<file path="config.mk">
export PLATFORM = sky130hd
export DESIGN_NAME = reg4_share_arbiter
export DESIGN_NICKNAME = d
export VERILOG_FILES = /design/src/rtl/reg4_share_arbiter.sv
export SDC_FILE = /design/constraint.sdc
export NUM_CORES = 1
export LEC_CHECK = 0
export ABC_CLOCK_PERIOD_IN_PS = 3000
export CAP_MARGIN = 30
export CELL_PAD_IN_SITES_DETAIL_PLACEMENT = 0
export CELL_PAD_IN_SITES_GLOBAL_PLACEMENT = 1
export CORE_MARGIN = 2
export CORE_UTILIZATION = 31
export DETAILED_ROUTE_END_ITERATION = 6
export PLACE_DENSITY = 0.77
export SLEW_MARGIN = 10
export SYNTH_ARGS = -nofsm -noshare
export SYNTH_HDL_FRONTEND = slang
export SYNTH_SLANG_ARGS = --single-unit
</file>
<file path="constraint.sdc">
create_clock -name clk -period 3 [get_ports clk]
set_input_delay 0.6 -clock clk [delete_from_list [all_inputs] [get_ports clk]]
set_output_delay 0.6 -clock clk [all_outputs]
set_load 0.01 [all_outputs]
</file>
<file path="src/rtl/reg4_share_arbiter.sv">
// rtl/reg4_share_arbiter.sv - round-robin sharing of one D-register (sync set/reset) among three requesters
module reg4_share_arbiter #(
  parameter int WIDTH       = 4,
  parameter int HOLD_CYCLES = 2
) (
  input  logic               clk,
  input  logic               reset,
  input  logic               set,
  input  logic [2:0]         req,
  input  logic [3*WIDTH-1:0] din,
  output logic [2:0]         gnt,
  output logic [2:0]         ack,
  output logic [WIDTH-1:0]   q,
  output logic               busy
);

  typedef enum logic [1:0] {IDLE, GRANT, ACK, HOLD} state_t;

  state_t     state, state_next;
  logic [1:0] w, w_next;
  logic [1:0] lw, lw_next;
  logic [3:0] cnt, cnt_next;
  logic [1:0] o0, o1, o2;
  logic [1:0] pick;
  logic       write;

  // Search order starts just after the last winner.
  always_comb begin
    o0 = 2'd0;
    o1 = 2'd1;
    o2 = 2'd2;
    case (lw)
      2'd0: begin o0 = 2'd1; o1 = 2'd2; o2 = 2'd0; end
      2'd1: begin o0 = 2'd2; o1 = 2'd0; o2 = 2'd1; end
      default: begin o0 = 2'd0; o1 = 2'd1; o2 = 2'd2; end
    endcase
    if (req[o0])      pick = o0;
    else if (req[o1]) pick = o1;
    else              pick = o2;
  end

  always_comb begin
    state_next = state;
    w_next     = w;
    lw_next    = lw;
    cnt_next   = cnt;
    write      = 1'b0;
    case (state)
      IDLE: begin
        if (req != 3'b000) begin
          w_next     = pick;
          state_next = GRANT;
        end
      end
      GRANT: begin
        if (req[w]) begin
          write      = 1'b1;
          lw_next    = w;
          state_next = ACK;
        end else begin
          state_next = IDLE;
        end
      end
      ACK: begin
        cnt_next   = 4'(HOLD_CYCLES);
        state_next = HOLD;
      end
      HOLD: begin
        if (cnt <= 4'd1) state_next = IDLE;
        else             cnt_next   = cnt - 4'd1;
      end
      default: state_next = IDLE;
    endcase
  end

  always_ff @(posedge clk) begin
    if (reset) begin
      state <= IDLE;
      w     <= 2'd0;
      lw    <= 2'd2;
      cnt   <= 4'd0;
      q     <= '0;
    end else begin
      state <= state_next;
      w     <= w_next;
      lw    <= lw_next;
      cnt   <= cnt_next;
      // set outranks a write, but the write is still acknowledged
      if (set)        q <= '1;
      else if (write) q <= din[w*WIDTH +: WIDTH];
    end
  end

  assign gnt  = (state == GRANT) ? (3'b001 << w) : 3'b000;
  assign ack  = (state == ACK)   ? (3'b001 << w) : 3'b000;
  assign busy = (state != IDLE);

endmodule

</file>
# Word-level counts from Yosys, hierarchy flattened
# Index checks and enable logic that the tools add are counted.
# Widths: inputs -> output; s select.
[classes] n_mux=23 shift=2 order_cmp=4 add_sub_neg=1 n_eq_ne=7 reduce_logical=10
[op_table] cell="$mux 4" count=3
[op_table] cell="$pmux 2 s2" count=3
[op_table] cell="$shiftx 12x5->4" count=1
[op_table] cell="$mux 2" count=5
[op_table] cell="$lt 2x3->1 const B" count=3
[op_table] cell="$pmux 2 s4" count=1
[op_table] cell="$pmux 4 s2" count=1
[op_table] cell="$reduce_and 2->1" count=4
[op_table] cell="$bmux 1 s2" count=3
[op_table] cell="$mux 3" count=2
[op_table] cell="$ne 2x2->1 const B" count=3
[op_table] cell="$reduce_bool 2->1" count=3
[op_table] cell="$mux 1" count=5
[op_table] cell="$eq 2x1->1 const B" count=2
[op_table] cell="$eq 2x2->1 const B" count=2
[op_table] cell="$le 4x1->1 const B" count=1
[op_table] cell="$logic_not 2->1" count=2
[op_table] cell="$sub 4x1->4 const B" count=1
[op_table] cell="$reduce_bool 3->1" count=1
[op_table] cell="$shl 1x2->3 const A" count=1
[totals] ff_bits=14 elab_cells=52

# Depth between registers and ports, before layout
# Gate-level depths: netlist of run 1.
[depth] word_depth=6 ltp_mapped=6

# Worst setup path before layout of run 1
# No wires, ideal clock.
[synth_timing] path_type="input to register" startpoint="input req[2]" endpoint="register lw[1]" path_stages=5 arrival_time_ps=1457 required_time_ps=2880 setup_time_ps=120 setup_slack_ps=1423 cell_sequence="nor2b_1 -> o21ai_2 -> or2_1 -> buf_6 -> a211o_1"
[synth_via] elab_chain_len=3
[synth_lines] element="start, declared" line="9" source="input logic [2:0] req,"
[synth_lines] element="$bmux 1 s2" line="56" source="if (req[w]) begin"
[synth_lines] element="$mux 1 (not written as such)" line="56"
[synth_lines] element="$reduce_and 2->1 (no line)"
[synth_lines] element="end signal, assigned" line="86" source="lw <= lw_next;"
[synth_lines] element="end, declared" line="21" source="logic [1:0] lw, lw_next;"
# No other way between the ends. The select of a mux whose other input is x is not followed.
# A chain may end at the register's enable or synchronous reset.

# Worst setup path after layout of run 1
[layout_timing] startpoint="register w[0]" endpoint="output gnt[1]"
[layout_via] elab_chain_len=2
[layout_lines] element="start, declared" line="20" source="logic [1:0] w, w_next;"
[layout_lines] element="start signal, assigned" line="85" source="w <= w_next;"
[layout_lines] element="$shl 1x2->3" line="94" source="assign gnt = (state == GRANT) ? (3'b001 << w) : 3'b000;"
[layout_lines] element="$mux 3" line="94"
[layout_lines] element="end, declared" line="11" source="output logic [2:0] gnt,"
# No other way between the ends.

==> results of run 1 <==
==> cell usage in the layout (no fill, tap or decap), drive strengths merged <==
cell type / count
or2b: 1
mux2i: 4
nor4: 4
nand4: 1
a21oi: 5
inv: 5
nand2b: 2
o21ai: 4
dfxtp: 14
a311oi: 1
mux2: 1
a31oi: 2
nor3: 6
nand4b: 1
o2bb2ai: 4
a211oi: 6
ha: 2
nand3: 2
or3: 2
nand2: 4
xor2: 1
clkbuf: 4
clkdlybuf4s50: 28
a211o: 1
or2: 3
o21bai: 1
nor2: 15
nor2b: 4
==> power by group through the flow <==
stage	combinational (mW)	clock [mW]	sequential, mW
2_1_floorplan	0.113	0	0.225
6_report	0.169	0.135	0.234
3_3_place_gp	0.168	0	0.239
3_5_place_dp	0.171	0	0.239
5_1_grt	0.189	0.146	0.239
4_1_cts	0.172	0.140	0.235
==> worst register-to-register path, cell delays in order (launching register included) <==
cell and delay, ps:
sky130_fd_sc_hd__dfxtp_1 690, sky130_fd_sc_hd__nor2b_1 140, sky130_fd_sc_hd__a211oi_2 380, sky130_fd_sc_hd__or2_1 270, sky130_fd_sc_hd__a211oi_1 110
==> final timing paths <==
| kind | startpoint | endpoint | slack [ps] | cells after the start |
|---|---|---|---|---|
| max | w[0] | gnt[1] | 610 | 3 |
| min | lw[0] | lw[0] | 480 | 2 |
| max reg2reg | w[0] | q[2] | 1290 | 4 |
| min reg2reg | lw[0] | lw[0] | 480 | 2 |
==> cell families (layout without fill, tap and decap cells) <==
family                     after synthesis  after routing
AOI/OAI and AO/OA                       24             24
xor gates and xnor gates                 1              1
adders and majority gates                2              2
buffers and inverters                   10             37
DFF                                     14             14
muxes                                    5              5
and+or+nand+nor                         45             45
==> area by class of cell <==
| class | count | area, um2 |
|---|---|---|
| repair buffers | 28 | 280.3 |
| well taps | 30 | 37.54 |
| clock buffers | 4 | 36.28 |
| multi-input cells | 77 | 486.7 |
| flip-flops and latches | 14 | 280.3 |
| fillers | 258 | 1338 |
| inverters | 5 | 18.77 |
==> layer usage <==
metal / global-route usage [%] / up-vias
met5: 0 / -
met4: 7.317 / 0
met3: 2.576 / 2
met2: 26.36 / 18
met1: 11.54 / 377
li1: - / 416
==> sequential cells by signal, summed over array words and instances, names as in the netlist, named ones only <==
| signal | count |
|---|---|
| state | 1 |
| w | 2 |
| q | 4 |
| lw | 2 |
| cnt | 4 |
==> stage by stage <==
stage | power (mW) | instance area [um2] | setup slack, ps
after global placement | 0.4070 | 1104 | 881.6
final | 0.5390 | 1140 | 610.7
after global routing | 0.5734 | 1140 | 468.7
after detailed placement | 0.4102 | 1104 | 818.0
after floorplan | 0.3382 | 814.5 | 1423
after CTS | 0.5463 | 1140 | 579.0
==> qor.json, run 1 <==
{
  "number_of_maximum_capacitance_constraint_violations": 0,
  "ir_worst_vdd_mv": 0.2466,
  "synth_fp_nets": 121,
  "avgViaCountPerCell": 5.146,
  "synth_top_family_by_area": "simple AND/OR/NAND/NOR gates",
  "synthDominantAreaCellType": "sky130_fd_sc_hd__dfxtp_1",
  "hold_violations": 0,
  "dieArea_um2": 3054,
  "postCtsHoldBufs": 0,
  "area_delta_synth_final_pct": 39.94,
  "drtIter0Drc": 12,
  "route.vias.total": 813,
  "cp_top_family": "flip-flops",
  "topRoutingLayerUsed": "met4",
  "overflow": 0,
  "yosys_warnings": 0,
  "dominantRegCellSynth": "sky130_fd_sc_hd__dfxtp_1",
  "end_kind": "primary output",
  "port_buffers": 28,
  "wl_met1_um": 782,
  "synth-compound-area-share_pct": 21.04,
  "tritoncts_clock_tree": "yes",
  "max-clock-path-buffers": 2,
  "power-per-cell-area_nw_per_um2": 472.9,
  "critPathKind": "reg2out",
  "routed-wl-met2_um": 1054,
  "numClockSinks": 14,
  "count_leader_synth": "sky130_fd_sc_hd__nor2_1",
  "critPathBufInv": 1,
  "route.detailed.drc": 0,
  "numCtsBuffers": 3,
  "netSwitchingFraction_pct": 31.40,
  "synth_xor_area_share_pct": 1.075,
  "drt_first_pass_iters": 3,
  "synthSimpleGateAreaFrac_pct": 28.26,
  "syn_avg_cell_area_um2": 8.065,
  "ant_nets": 0,
  "postCtsResizedCells": 0,
  "final.hold.worst_slack_ps": 481.8,
  "fp_rows": 18,
  "cpMaxStageDelayCell": "sky130_fd_sc_hd__dfxtp_1",
  "synth_top_area_share_pct": 34.41,
  "power_switching_mw": 0.1692,
  "power.internal_mw": 0.3698,
  "post_layout_nonfiller_instances": 158,
  "die_height_um": 55.26,
  "dr_wl_met3_um": 63,
  "grt_start_max_net_pins": 15,
  "synth_async_sr_flop_share_pct": 0,
  "synth_cell_types": 35,
  "wirelength_um": 1921,
  "grt_util_all_layers_pct": 13.02,
  "number_of_primary_i_o_pins": 29,
  "core_area_um2": 2477,
  "critical_path.max_fanout": 14,
  "p_clk_share_pct": 25.1,
  "floorplan.initialDensity_pct": 32.88,
  "antenna-diode-count": 0,
  "synth_cells": 101,
  "max_freq_mhz": 418.5,
  "post_synth_instance_area_um2": 814.5,
  "final_max_slew_violation_count": 0,
  "seqPwrFrac_pct": 43.5,
  "synth.mux.area_fraction_pct": 6.298,
  "wire_length_of_the_first_global_routing_pass_um": 3187,
  "cp-start-kind": "flop",
  "timing.slew.headroom_pct": 62.00,
  "timing.clock.skew_ps": 6.418,
  "path_clk_slew_ps": 80,
  "synth_fa_ha_area_share_pct": 3.072,
  "critPathArrivalTime_ps": 1790,
  "totalNegativeSetupSlack_ps": 0,
  "min-delay-path-class": "reg2reg",
  "synth_area_leaders": "sky130_fd_sc_hd__dfxtp_1 34%, sky130_fd_sc_hd__nor2_1 6.9%, sky130_fd_sc_hd__mux2i_1 4.9%, sky130_fd_sc_hd__a211oi_1 4.6%, sky130_fd_sc_hd__o2bb2ai_1 4.3%",
  "place.detailed.hpwl_um": 1521,
  "setup_repair_after_global_routing_missed_its_margin": "no",
  "num-nets-final": 149,
  "outcome": "finished clean",
  "layout_worst_path_cycle_share_pct": 79.64,
  "finalWeightedCongestion": 0.7400,
  "post-cts-setup-buffer-count": 0,
  "combPwrFrac_pct": 31.4,
  "htree_num_levels": 1,
  "critical-path-max-stage-delay_ps": 690,
  "route.detailed.wl_per_inst_um": 12.16,
  "worst_pin_slew_ps": 569.3,
  "synth_enable_flop_cells": 0,
  "via_count_of_the_first_global_routing_pass": 811,
  "dpl.cell_count": 154,
  "synth_top_cells_by_count": "15 x sky130_fd_sc_hd__nor2_1, 14 x sky130_fd_sc_hd__dfxtp_1, 6 x sky130_fd_sc_hd__nor3_1",
  "die_x_um": 55.26,
  "post_synthesis_sequential_area_ratio_pct": 34.41,
  "fraction_of_the_core_area_covered_by_cells_at_the_end_of_the_flow_pct": 46.01,
  "cp_data_required_time_ps": 2400,
  "postSynthRegisterBits": 14,
  "grt_antenna_before_repair": 0,
  "drive_gt1_share_pct": 7.813,
  "crit_path_cell_trace": "nand2_1 > nor2_1 > clkdlybuf4s50_1",
  "power.static_leakage_nw": 0.4008,
  "clockRootBuffer": "sky130_fd_sc_hd__clkbuf_4",
  "insertion_delay_ps": 280,
  "min_period_ps": 2389,
  "setup_viol_count_final": 0
}
(Power assumes the default switching activity.)
==> inputs of run 2 (changes only) <==
--- a/config.mk
+++ b/config.mk
@@ -5,14 +5,14 @@
 export SDC_FILE = /design/constraint.sdc
 export NUM_CORES = 1
 export LEC_CHECK = 0
-export ABC_CLOCK_PERIOD_IN_PS = 3000
+export ABC_CLOCK_PERIOD_IN_PS = 1950
 export CAP_MARGIN = 30
 export CELL_PAD_IN_SITES_DETAIL_PLACEMENT = 0
 export CELL_PAD_IN_SITES_GLOBAL_PLACEMENT = 1
 export CORE_MARGIN = 2
-export CORE_UTILIZATION = 31
+export CORE_UTILIZATION = 28
 export DETAILED_ROUTE_END_ITERATION = 6
-export PLACE_DENSITY = 0.77
+export PLACE_DENSITY = 0.73
 export SLEW_MARGIN = 10
 export SYNTH_ARGS = -nofsm -noshare
 export SYNTH_HDL_FRONTEND = slang
==> constraint.sdc (replaced) <==
create_clock -name clk -period 1.95 [get_ports clk]
set_input_delay 0.39 -clock clk [delete_from_list [all_inputs] [get_ports clk]]
set_output_delay 0.39 -clock clk [all_outputs]
set_load 0.01 [all_outputs]
==> qor.json, run 2 (synthesis results as in run 1) <==
{
  "mostFrequentLayoutCell": "sky130_fd_sc_hd__clkdlybuf4s50_1",
  "numClockSinks": 14,
  "num-nets-final": 158,
  "htree_num_levels": 1,
  "via_count_of_the_first_global_routing_pass": 816,
  "ir_worst_vdd_mv": 0.3954,
  "power.static_leakage_nw": 0.4740,
  "setup_viol_count_final": 0,
  "max_freq_mhz": 562.5,
  "critPathBufInv": 2,
  "fraction_of_the_core_area_covered_by_cells_at_the_end_of_the_flow_pct": 43.60,
  "setup_repair_after_global_routing_missed_its_margin": "no",
  "critical-path-max-stage-delay_ps": 340,
  "area_delta_synth_final_pct": 47.62,
  "totalPowerFinal_mw": 0.8552,
  "path_clk_slew_ps": 90,
  "postCtsHoldBufs": 0,
  "timing.clock.skew_ps": 5.085,
  "setup.reg_to_reg.worst_slack_ps": 310,
  "route.vias.total": 847,
  "worst_slack_ps": 172.1,
  "topRoutingLayerUsed": "met3",
  "place.detailed.hpwl_um": 1669,
  "worst_pin_slew_ps": 532.4,
  "timing.slew.headroom_pct": 64.39,
  "cpMaxStageDelayCell": "sky130_fd_sc_hd__dfxtp_1",
  "layout.cells.most_common_list": "21 x sky130_fd_sc_hd__clkdlybuf4s50_1, 15 x sky130_fd_sc_hd__nor2_1, 14 x sky130_fd_sc_hd__dfxtp_1, 9 x sky130_fd_sc_hd__buf_4, 7 x sky130_fd_sc_hd__dlygate4sd2_1",
  "wire_length_of_the_first_global_routing_pass_um": 3387,
  "hold_path.startpoint": "lw[0]",
  "port_buffers": 28,
  "ant_nets": 0,
  "r2r_cells": 6,
  "final.hold.worst_slack_ps": 490.9,
  "dieArea_um2": 3356,
  "grt_antenna_before_repair": 0,
  "overflow": 0,
  "regToRegStartpoint": "cnt[0]",
  "totalNegativeSetupSlack_ps": 0,
  "outcome": "finished clean",
  "whs_endpoint": "lw[0]",
  "post-cts-setup-buffer-count": 0,
  "tritoncts_clock_tree": "yes",
  "avgViaCountPerCell": 5.042,
  "critPathKind": "reg2out",
  "end_kind": "primary output",
  "crit_cells": 3,
  "final_max_slew_violation_count": 0,
  "reg_to_reg_critical_path_endpoint": "cnt[1]",
  "die_x_um": 57.94,
  "grt_util_all_layers_pct": 12.88,
  "min-delay-path-class": "reg2reg",
  "min_period_ps": 1778,
  "critical_path.max_fanout": 7,
  "wl_met1_um": 919,
  "power-per-cell-area_nw_per_um2": 711.3,
  "hold_violations": 0,
  "drtIter0Drc": 15,
  "crit_path_cell_trace": "buf_4 > or2_2 > dlygate4sd2_1",
  "routed-wl-met2_um": 1035,
  "dr_wl_met3_um": 99,
  "numCtsBuffers": 3,
  "route.detailed.wl_per_inst_um": 12.23,
  "reg.largest.list": "cnt: 4 flops, q: 4 flops",
  "floorplan.initialDensity_pct": 29.54,
  "cp_top_family": "buffers and inverters",
  "finalWeightedCongestion": 0.7162,
  "hold_depth": 2,
  "die_height_um": 57.94,
  "route.detailed.drc": 0,
  "clockRootBuffer": "sky130_fd_sc_hd__clkbuf_4",
  "layout_worst_path_cycle_share_pct": 91.17,
  "drt_first_pass_iters": 4,
  "antenna-diode-count": 0,
  "fp_rows": 19,
  "cp_data_required_time_ps": 1560,
  "max-clock-path-buffers": 2,
  "drive_gt1_share_pct": 14.60,
  "number_of_maximum_capacitance_constraint_violations": 0,
  "insertion_delay_ps": 270,
  "number_of_primary_i_o_pins": 29,
  "post-place-ws_ps": 120.7,
  "cp-start-kind": "flop",
  "wirelength_um": 2054,
  "critPathArrivalTime_ps": 1390,
  "core_area_um2": 2758,
  "grt_start_max_net_pins": 15,
  "postCtsResizedCells": 8
}
-- run 2: worst min-delay path, cell delays in order, from the launching register on --
cell                      delay [ps]
sky130_fd_sc_hd__dfxtp_1         310
sky130_fd_sc_hd__o21ai_0          60
sky130_fd_sc_hd__a21oi_1          70
-- run 2: worst max-delay path by stage --
| stage | startpoint | endpoint |
|---|---|---|
| after floorplan | cnt[0] | cnt[1] |
| after global placement | req[2] | lw[1] |
| after detailed placement | req[2] | lw[1] |
| after CTS | flop | busy |
| after global routing | flop | busy |
| final | flop | busy |
-- run 2: per-stage QoR --
| step | area [um2] | std cells |
|---|---|---|
| final | 1202 | 168 |
| after global routing | 1202 | 168 |
| after detailed placement | 1172 | 164 |
| after global placement | 1172 | 164 |
| after CTS | 1202 | 168 |
| after floorplan | 814.5 | 101 |
-- run 2: area by class of cell --
cell class	count	area [um2]
fillers	299	1555
multi-input cells	77	489.2
repair buffers	37	339.1
flip-flops and latches	14	280.3
well taps	31	38.79
clock buffers	4	36.28
inverters	5	18.77
-- run 2: metal layers --
metal / vias up / track usage [%]
li1: 437 / -
met1: 386 / 15.21
met2: 24 / 24.19
met3: 0 / 2.009
met4: 0 / 2.990
met5: - / 0
-- run 2: power breakdown --
part / switching [mW] / total (mW) / internal (mW)
Clock: 0.0933 / 0.207 / 0.113
Combinational: 0.151 / 0.310 / 0.159
Sequential: 0.0234 / 0.339 / 0.316
